**src/rtl/gate_sweep_ctrl.sv**
```systemverilog
// Built-in self-test sequencer for the 3-bit-select two-input gate unit.
// Walks all 32 {sel,a,b} vectors, captures the unit's output and scores it against the golden table.
module gate_sweep_ctrl #(
  parameter int unsigned SETTLE = 1
) (
  input  logic        clk,
  input  logic        rst,
  input  logic        start,
  input  logic        unit_out,
  output logic        a_o,
  output logic        b_o,
  output logic [2:0]  sel_o,
  output logic        busy,
  output logic        done,
  output logic [31:0] table_o,
  output logic        mismatch,
  output logic [5:0]  err_count,
  output logic [7:0]  fail_sel
);

  localparam int unsigned    CW          = (SETTLE < 1) ? 1 : $clog2(SETTLE + 1);
  localparam logic [31:0]    EXP         = 32'h3396_1E87;
  localparam logic [CW-1:0]  SETTLE_LAST = CW'(SETTLE - 1);

  typedef enum logic [1:0] {IDLE, DRIVE, SAMPLE, DONE} state_e;

  state_e        state_q, state_d;
  logic [4:0]    idx_q, idx_d;
  logic [CW-1:0] cnt_q, cnt_d;
  logic [31:0]   table_q, table_d;
  logic          mismatch_q, mismatch_d;
  logic [5:0]    err_q, err_d;
  logic [7:0]    fail_q, fail_d;

  always_ff @(posedge clk) begin
    if (rst) begin
      state_q    <= IDLE;
      idx_q      <= '0;
      cnt_q      <= '0;
      table_q    <= '0;
      mismatch_q <= 1'b0;
      err_q      <= '0;
      fail_q     <= '0;
    end else begin
      state_q    <= state_d;
      idx_q      <= idx_d;
      cnt_q      <= cnt_d;
      table_q    <= table_d;
      mismatch_q <= mismatch_d;
      err_q      <= err_d;
      fail_q     <= fail_d;
    end
  end

  always_comb begin
    state_d    = state_q;
    idx_d      = idx_q;
    cnt_d      = cnt_q;
    table_d    = table_q;
    mismatch_d = mismatch_q;
    err_d      = err_q;
    fail_d     = fail_q;
    unique case (state_q)
      IDLE: begin
        // Results survive in IDLE so software can read them until the next sweep.
        if (start) begin
          table_d    = '0;
          mismatch_d = 1'b0;
          err_d      = '0;
          fail_d     = '0;
          idx_d      = '0;
          cnt_d      = '0;
          state_d    = DRIVE;
        end
      end
      DRIVE: begin
        cnt_d = cnt_q + CW'(1);
        if (cnt_q == SETTLE_LAST) state_d = SAMPLE;
      end
      SAMPLE: begin
        table_d[idx_q] = unit_out;
        if (unit_out != EXP[idx_q]) begin
          err_d               = err_q + 6'd1;
          mismatch_d          = 1'b1;
          fail_d[idx_q[4:2]]  = 1'b1;
        end
        if (idx_q == 5'd31) begin
          state_d = DONE;
        end else begin
          idx_d   = idx_q + 5'd1;
          cnt_d   = '0;
          state_d = DRIVE;
        end
      end
      DONE: state_d = IDLE;
      default: state_d = IDLE;
    endcase
  end

  // The vector index register drives the unit directly, so no output decode glitches.
  assign {sel_o, a_o, b_o} = idx_q;
  assign busy      = (state_q == DRIVE) || (state_q == SAMPLE);
  assign done      = (state_q == DONE);
  assign table_o   = table_q;
  assign mismatch  = mismatch_q;
  assign err_count = err_q;
  assign fail_sel  = fail_q;

endmodule

```
**config.mk**
```make
export PLATFORM = sky130hd
export DESIGN_NAME = gate_sweep_ctrl
export DESIGN_NICKNAME = d
export VERILOG_FILES = /design/src/rtl/gate_sweep_ctrl.sv
export SDC_FILE = /design/constraint.sdc
export NUM_CORES = 1
export LEC_CHECK = 0
export ABC_AREA = 0
export CAP_MARGIN = 0
export CORE_MARGIN = 10
export CORE_UTILIZATION = 46
export DETAILED_ROUTE_END_ITERATION = 6
export GPL_ROUTABILITY_DRIVEN = 0
export PLACE_DENSITY_LB_ADDON = 0.25
export SYNTH_ARGS = -nofsm -noshare
export SYNTH_HDL_FRONTEND = slang
export SYNTH_SLANG_ARGS = --single-unit
export TNS_END_PERCENT = 1
```
**constraint.sdc**
```tcl
create_clock -name clk -period 2.7 [get_ports clk]
set_input_delay 0.27 -clock clk [delete_from_list [all_inputs] [get_ports clk]]
set_output_delay 0.27 -clock clk [all_outputs]
set_load 0.01 [all_outputs]
```
==> results of run 1 <==
## power by group
group / leakage (nW) / internal, W / switching (W)
Sequential: 0.452 / 0.000850 / 0.0000233
Combinational: 0.732 / 0.000224 / 0.000351
Clock: 0.0445 / 0.000209 / 0.000258
Total: 1.23 / 0.00128 / 0.000633
## state kept, by name (all words and copies together) (netlist names), named ones only
| name | flops |
|---|---|
| table_o | 32 |
| fail_sel | 8 |
| err_count | 6 |
| idx_q | 5 |
| state_q | 2 |
| cnt_q | 1 |
| mismatch | 1 |
## critical path, cell delays in order (launching register included)
cell and delay [ps]:
sky130_fd_sc_hd__dfxtp_1 320, sky130_fd_sc_hd__ha_1 210, sky130_fd_sc_hd__and3_1 180, sky130_fd_sc_hd__ha_2 210
sky130_fd_sc_hd__nor2_1 170, sky130_fd_sc_hd__a22o_1 160, sky130_fd_sc_hd__a22oi_2 70, sky130_fd_sc_hd__or2_2 300
sky130_fd_sc_hd__ha_1 210, sky130_fd_sc_hd__xnor2_1 120, sky130_fd_sc_hd__mux4_2 450
## metal layers
layer / global-route usage, % / wire [µm]
met1: 17.3 / 3180
met2: 23.5 / 3310
met3: 4.77 / 591
met4: 3.91 / 77
met5: 0 / 0
## cell families (layout without fill, tap and decap cells)
| kind of cell | count (synthesis) | count (layout) | synth area share [%] |
|---|---|---|---|
| AOI/OAI and AO/OA | 78 | 78 | 17.6 |
| and+or+nand+nor | 149 | 149 | 26.5 |
| xor gates and xnor gates | 4 | 4 | 1.27 |
| DFF | 56 | 56 | 40.7 |
| muxes | 5 | 5 | 2.32 |
| buffers and inverters | 34 | 97 | 5.27 |
| adders and majority gates | 14 | 14 | 6.36 |
## cell type report
| class | count | area [µm²] | share of cell area (%) |
|---|---|---|---|
| flip-flops and latches | 56 | 1120 | 31.1 |
| inverters | 8 | 30.0 | 0.833 |
| repair buffers | 81 | 758 | 21.0 |
| multi-input cells | 250 | 1510 | 41.8 |
| clock inverters | 1 | 7.51 | 0.208 |
| well taps | 75 | 93.8 | 2.60 |
| clock buffers | 7 | 86.3 | 2.39 |
## repair_timing
| action | in CTS | in global routing |
|---|---|---|
| setup endpoints to repair | 1 | 1 |
| pin swaps | 0 | 0 |
| setup buffers | 0 | 0 |
| resized for setup | 1 | 3 |
## cells in the mapped netlist (3+ instances only)
library cell,count
sky130_fd_sc_hd__a211oi_1,3
sky130_fd_sc_hd__inv_1,8
sky130_fd_sc_hd__ha_1,14
sky130_fd_sc_hd__nand3_1,61
sky130_fd_sc_hd__clkbuf_1,22
sky130_fd_sc_hd__a311oi_1,3
sky130_fd_sc_hd__o211ai_1,8
sky130_fd_sc_hd__a21oi_1,41
sky130_fd_sc_hd__nand3b_1,6
sky130_fd_sc_hd__a22oi_1,10
sky130_fd_sc_hd__and2_0,4
sky130_fd_sc_hd__nor3_1,5
sky130_fd_sc_hd__nor3b_1,3
sky130_fd_sc_hd__o21ai_0,5
sky130_fd_sc_hd__nand2_1,36
sky130_fd_sc_hd__and3_1,3
sky130_fd_sc_hd__nor2_1,21
sky130_fd_sc_hd__dfxtp_1,56
sky130_fd_sc_hd__mux2i_1,3
sky130_fd_sc_hd__xnor2_1,3
## through the flow
step	cell area (µm²)	util (%)	hold WS, ps	total power, W
2_1_floorplan	2760	-	369	0.00127
3_3_place_gp	3490	59.7	452	0.00143
3_5_place_dp	3490	59.7	460	0.00144
4_1_cts	3590	61.4	410	0.00192
5_1_grt	3610	61.6	445	0.00203
6_report	3610	61.6	422	0.00192
## final timing paths
path | from | cells past startpoint | end
setup / recovery | idx_q[1] | 10 | flop
hold / removal | rst | 2 | fail_sel[4]
setup reg to reg | idx_q[1] | 10 | flop
hold reg to reg | table_o[8] | 2 | table_o[8]
==> metrics.md, run 1 <==
| Metric | Value |
|---|---|
| Status | completed |
| WL final | approximately 7200 µm |
| Power Dens Cells | 531 nW/µm² |
| Maximum count of clock buffers along a single path | 2 |
| Slack of the worst reg-to-reg path | 170 ps |
| Number of fill cells | 531 |
| Number of H-tree levels | 2 |
| Post-Syn Area per Cell | 8.10 µm² |
| Count of boundary I/O pins | 58 |
| RSZ-0062 raised after global routing | false |
| Final Worst Setup Slack | 168 ps |
| Maximum fanout count along the critical path | 7 |
| Largest cells by area after synthesis | sky130_fd_sc_hd__dfxtp_1 (41%), sky130_fd_sc_hd__nand3_1 (11%), sky130_fd_sc_hd__a21oi_1 (7.5%) |
| Vias in the first global route | 2,497 |
| Vias | 2,645 |
| Shortest period the worst path allows | 2530 ps |
| Port Buf Inserts | 57 |
| Antenna violations before repair | 0 |
| Post-route fraction of the period consumed by the critical path | 93.8% |
| Synthesized cell area | around 2800 µm² |
| Post-synthesis sequential element count | 56 |
| Warnings, synthesis | 0 |
| Setup TNS | 0 ps |
| Die area | roughly 9500 µm² |
| Worst-Skew Late Latency | 300 ps |
| Headroom to the max-slew limit | 55.0% |
| Number of cells after detailed placement | 470 |
| Library cell used as clock root buffer | sky130_fd_sc_hd__clkbuf_8 |
| Number of standard cells in the final layout excluding fillers | 478 |
| Synthesized net count | 358 |
| Static leakage power | 1.23 nW |
| First DRT Iteration DRCs | 153 |
| Number of optimization iterations in the first detailed-route pass | 5 |
| Number of synthesized flops with an enable pin | 0 |
| Clock tree from TritonCTS | built |
| Starting Density | 47.1% |
| Setup WS pre-CTS | 1.38 ps |
| Share of post-route cells with drive strength above 1 | a little over a tenth |
| Peak supply drop | about 360 µV |
| Number of remaining DRC errors | 0 |
| Pin count of the biggest net entering global routing | 33 |
| Pins Over Slew Limit | 0 |
| CTS buffer count | 5 |
| Distinct cell type count of the synthesized netlist | 40 |
| Peak clock frequency supported by timing | a little under 400 MHz |
| TritonCTS sink count | 56 |
| Number of hold buffers added after cts | 0 |
| Worst endpoint data arrival time | 2710 ps |
| Estimated wirelength of the detail-placed design | between 5000 and 6000 µm |
| Number of antenna-violating nets in the routed design | 0 |
| Overflow left after global routing | 0 |
| Routed via count divided by cell count | 5.53 |
| Hold Path Class | in -> reg |
| Top library cells by usage in the layout, fill and taps aside | sky130_fd_sc_hd__nand3_1 (61), sky130_fd_sc_hd__clkdlybuf4s50_1 (56), sky130_fd_sc_hd__dfxtp_1 (55) |
| Fraction of synthesis flops using an asynchronous set or reset pin | 0% |
| Horiz. Die Dim | 97.4 µm |
| CORE AREA | 5850 µm² |
| Layout Nets | between 400 and 500 |
| Final worst clock skew | 7.55 ps |
| GRT Util Overall | 14.3% |
| Synth Instances | 340 |
| Number of endpoints with negative hold slack in the final report | 0 |
| Worst setup path class | reg -> reg |
| Die height | 97.4 µm |
| Sequential area share after synthesis | 40.7% |
| First-pass GRT wire length | 11,900 µm |
| Leading register cell type out of synthesis | sky130_fd_sc_hd__dfxtp_1 |
| ANT cells | 0 |
| Transition at the pin with the smallest max-transition slack | 673 ps |
| Clock-pin slew reported for the worst setup and hold paths after clock tree synthesis | roughly 90 ps |
| Row cnt | 28 |
| Count of final setup violators | 0 |
| WP data required | 2880 ps |
| Routed wire length per instance | 15.0 µm |
| Leading cell type in the layout, fill and taps excluded | sky130_fd_sc_hd__nand3_1 |
| Synth area leader | sky130_fd_sc_hd__dfxtp_1 |
| Crit path launch type | flop |
| Max-cap violation count | 0 |
| Worst Setup End Kind | flop |
| Area added between synthesis and finish | 30.9% |
| Share of the synthesized area in the top cell type | between 40% and 50% |
Note: power is estimated with default switching activity, not from simulation.
==> run 2: changes to the inputs <==
CORE_UTILIZATION = 35   (was 46)
MAX_ROUTING_LAYER = met4   (was default)
==> run 2 against run 1 <==
  * Sequential cell count did not move
  * Worst setup slack got worse by 21 ps
  * Critical path depth did not move
  * Die area rose by 25%
  * Power fell by 1.1%
  * Clock power barely moved
  * Hold slack got worse by 210 ps
==> metrics.md, run 2 (synthesized netlist as in run 1, its figures left out) <==
| Metric | Value |
|---|---|
| Total non-filler cell area in the finished layout | 3620 µm² (+0.28%) |
| Final Worst Setup Slack | 147 ps (-21.3 ps) |
| Number of endpoints with negative hold slack in the final report | 0 (unchanged) |
| WL final | 7660 µm (+7.1%) |
| Hold Path Class | in -> reg |
| Number of optimization iterations in the first detailed-route pass | 6 (+1) |
| Crit Reg-Reg Startpoint | idx_q[1] |
| Number of remaining DRC errors | 0 (unchanged) |
| Post-route fraction of the period consumed by the critical path | 94.6% (+0.79 points) |
| CP startpoint | idx_q[1] |
| Library cell used as clock root buffer | sky130_fd_sc_hd__clkbuf_8 |
| Combinational Power Share | 29.1% (-0.9 points) |
| Count of boundary I/O pins | 58 (unchanged) |
| Row cnt | 32 (+14%) |
| Setup WS pre-CTS | 16.9 ps (+15.5 ps) |
| CTS buffer count | 5 (unchanged) |
| Area added between synthesis and finish | 31.3% |
| Clock tree from TritonCTS | built |
| Port Buf Inserts | 57 (unchanged) |
| Fraction of power spent switching nets | 34.7% (+1.7 points) |
| Share of post-route cells with drive strength above 1 | 10.9% (+0.25 points) |
| Estimated wirelength of the detail-placed design | 5470 µm (+4.4%) |
| Layout Nets | 420 (unchanged) |
| Routed via count divided by cell count | 5.21 (-5.8%) |
| Worst setup path class | reg -> reg |
| Worst Setup End Kind | flop |
| ANT cells | 0 (unchanged) |
| Share of total power in sequential cells | 46.1% (+0.5 points) |
| First-pass GRT wire length | 12,700 µm (+6.7%) |
| Relative contribution of the clock network to total power | 24.8% (+0.4 points) |
| Leading cell type in the layout, fill and taps excluded | sky130_fd_sc_hd__nand3_1 |
| Internal power summed over all cells | 0.00124 W (-3.7%) |
| Pin count of the biggest net entering global routing | 33 (unchanged) |
| Placed cell areas | 3510 µm² (+0.61%) |
| Transition at the pin with the smallest max-transition slack | 799 ps (+126 ps) |
| Maximum fanout count along the critical path | 10 (+3) |
| Die height | 109 µm (+12%) |
| Vias in the first global route | 2,499 (+0.080%) |
| Peak clock frequency supported by timing | 392 MHz (-0.84%) |
| Slack of the worst reg-to-reg path | 150 ps (-20 ps) |
| Pins Over Slew Limit | 0 (unchanged) |
| Number of hold buffers added after cts | 0 (unchanged) |
| Number of antenna-violating nets in the routed design | 0 (unchanged) |
| TritonCTS sink count | 56 (unchanged) |
| RSZ-0062 raised after global routing | false |
| GRT Util Overall | 13.4% (-0.88 points) |
| Setup TNS | 0 ps (unchanged) |
| WP data required | 2890 ps (about the same) |
| Crit path launch type | flop |
| Routed wire length per instance | 15.2 µm (+1.3%) |
| Power Dens Cells | 524 nW/µm² (-1.4%) |
| Status | completed |
| Static leakage power | 1.22 nW (-1.0%) |
| Clock-pin slew reported for the worst setup and hold paths after clock tree synthesis | 90 ps (about the same) |
| Peak supply drop | 313 µV (-14%) |
| Max-cap violation count | 0 (unchanged) |
| Worst endpoint data arrival time | 2740 ps (+30 ps) |
| Vias | 2,632 (-0.49%) |
| Horiz. Die Dim | 109 µm (+12%) |
| CORE AREA | 7690 µm² (+31%) |
| Logic depth of the worst register-to-register path | 10 (unchanged) |
| First DRT Iteration DRCs | 202 (+32%) |
| Count of final setup violators | 0 (unchanged) |
| Top library cells by usage in the layout, fill and taps aside | sky130_fd_sc_hd__nand3_1 (61), sky130_fd_sc_hd__clkdlybuf4s50_1 (56), sky130_fd_sc_hd__dfxtp_1 (55) |
| Critical Path, Cell by Cell | ha_1, and3_1, ha_2, nor2_1, a22o_1, a22oi_2, nor2_1, ha_1, xor2_1, mux4_2 |
| Die area | 11,800 µm² (+25%) |
| Number of H-tree levels | 2 (unchanged) |
| Delay contributed by the slowest stage of the critical path | 440 ps (about the same) |
| Net switching power | 0.000658 W (+4.0%) |
| Worst-Skew Late Latency | 320 ps (+20 ps) |
| Headroom to the max-slew limit | 46.7% (-8.3 points) |
| Slowest stage cell on the critical path | sky130_fd_sc_hd__mux4_2 |
| Maximum count of clock buffers along a single path | 2 (unchanged) |
| Antenna violations before repair | 0 (unchanged) |
| Flip-flop count of the largest register, all copies and words added | 32 (unchanged) |
| Overflow left after global routing | 0 (unchanged) |
| Final worst clock skew | 15.9 ps (+8.36 ps) |
| Shortest period the worst path allows | 2550 ps (+21.3 ps) |
| Starting Density | 35.8% (-11 points) |
run 2: cell types whose count changed in the layout (fill, tap and decap cells not counted):
cell	before	now
sky130_fd_sc_hd__ha_2	1	2
sky130_fd_sc_hd__clkinv_4	0	1
sky130_fd_sc_hd__clkinvlp_4	1	2
sky130_fd_sc_hd__clkbuf_8	6	5
sky130_fd_sc_hd__ha_4	1	0
sky130_fd_sc_hd__buf_4	23	24
sky130_fd_sc_hd__buf_12	1	0
sky130_fd_sc_hd__clkbuf_1	1	0
run 2: what timing repair did:
item | 4_1_cts | 5_1_grt
setup endpoints to repair | 1 | 1
resized for setup | 1 | 2
buffers inserted | 0 | 0
pin swaps | 0 | 0
hold endpoints to repair | 0 | 0
run 2: critical path: cells and delay by family, from the launching register on:
| family | cells | cell delay [ps] |
|---|---|---|
| fa+ha+maj | 3 | 750 |
| mux | 1 | 440 |
| compound gates | 2 | 380 |
| simple gates | 3 | 370 |
| flops | 1 | 350 |
| xor+xnor | 1 | 160 |
run 2: area by class of cell:
| type | count | area [µm²] |
|---|---|---|
| fillers | 766 | 4070 |
| multi-input cells | 250 | 1500 |
| flip-flops and latches | 56 | 1120 |
| repair buffers | 81 | 746 |
| well taps | 102 | 128 |
| clock buffers | 5 | 68.8 |
| inverters | 8 | 30.0 |
| clock inverters | 3 | 23.8 |
run 2: power groups by stage:
stage / logic (W) / clock network (W) / registers, W
after global routing: 0.000615 / 0.000518 / 0.000878
after CTS: 0.000546 / 0.000487 / 0.000873
after floorplan: 0.000373 / 0 / 0.000895
after global placement: 0.000536 / 0 / 0.000890
final: 0.000551 / 0.000470 / 0.000872
after detailed placement: 0.000543 / 0 / 0.000892
run 2: per-stage QoR:
step	hold slack [ps]	total power, W	std cells	util (%)
floorplan	369	0.00127	340	-
global placement	458	0.00143	497	45.7
detailed placement	459	0.00143	497	45.7
CTS	201	0.00191	505	46.9
global route	204	0.00201	505	47.0
finish	211	0.00189	505	47.0
run 2: worst min-delay path by stage:
stage | start | end | slack, ps | cells past startpoint
CTS | rst | idx_q[1] | 200 | 2
global placement | table_o[19] | table_o[19] | 460 | 2
floorplan | rst | idx_q[4] | 370 | 1
finish | rst | idx_q[1] | 210 | 2
global route | rst | idx_q[1] | 200 | 2
detailed placement | table_o[11] | table_o[11] | 460 | 2
run 2: layer usage:
metal  share of wire [%]  global-route usage, %  vias up
met2                  49                   21.6       63
met4                 1.6                   4.80        0
met1                  44                   16.3     1229
met3                 5.4                   2.77       11
li1                    -                      -     1329
met5                   0                      -        -
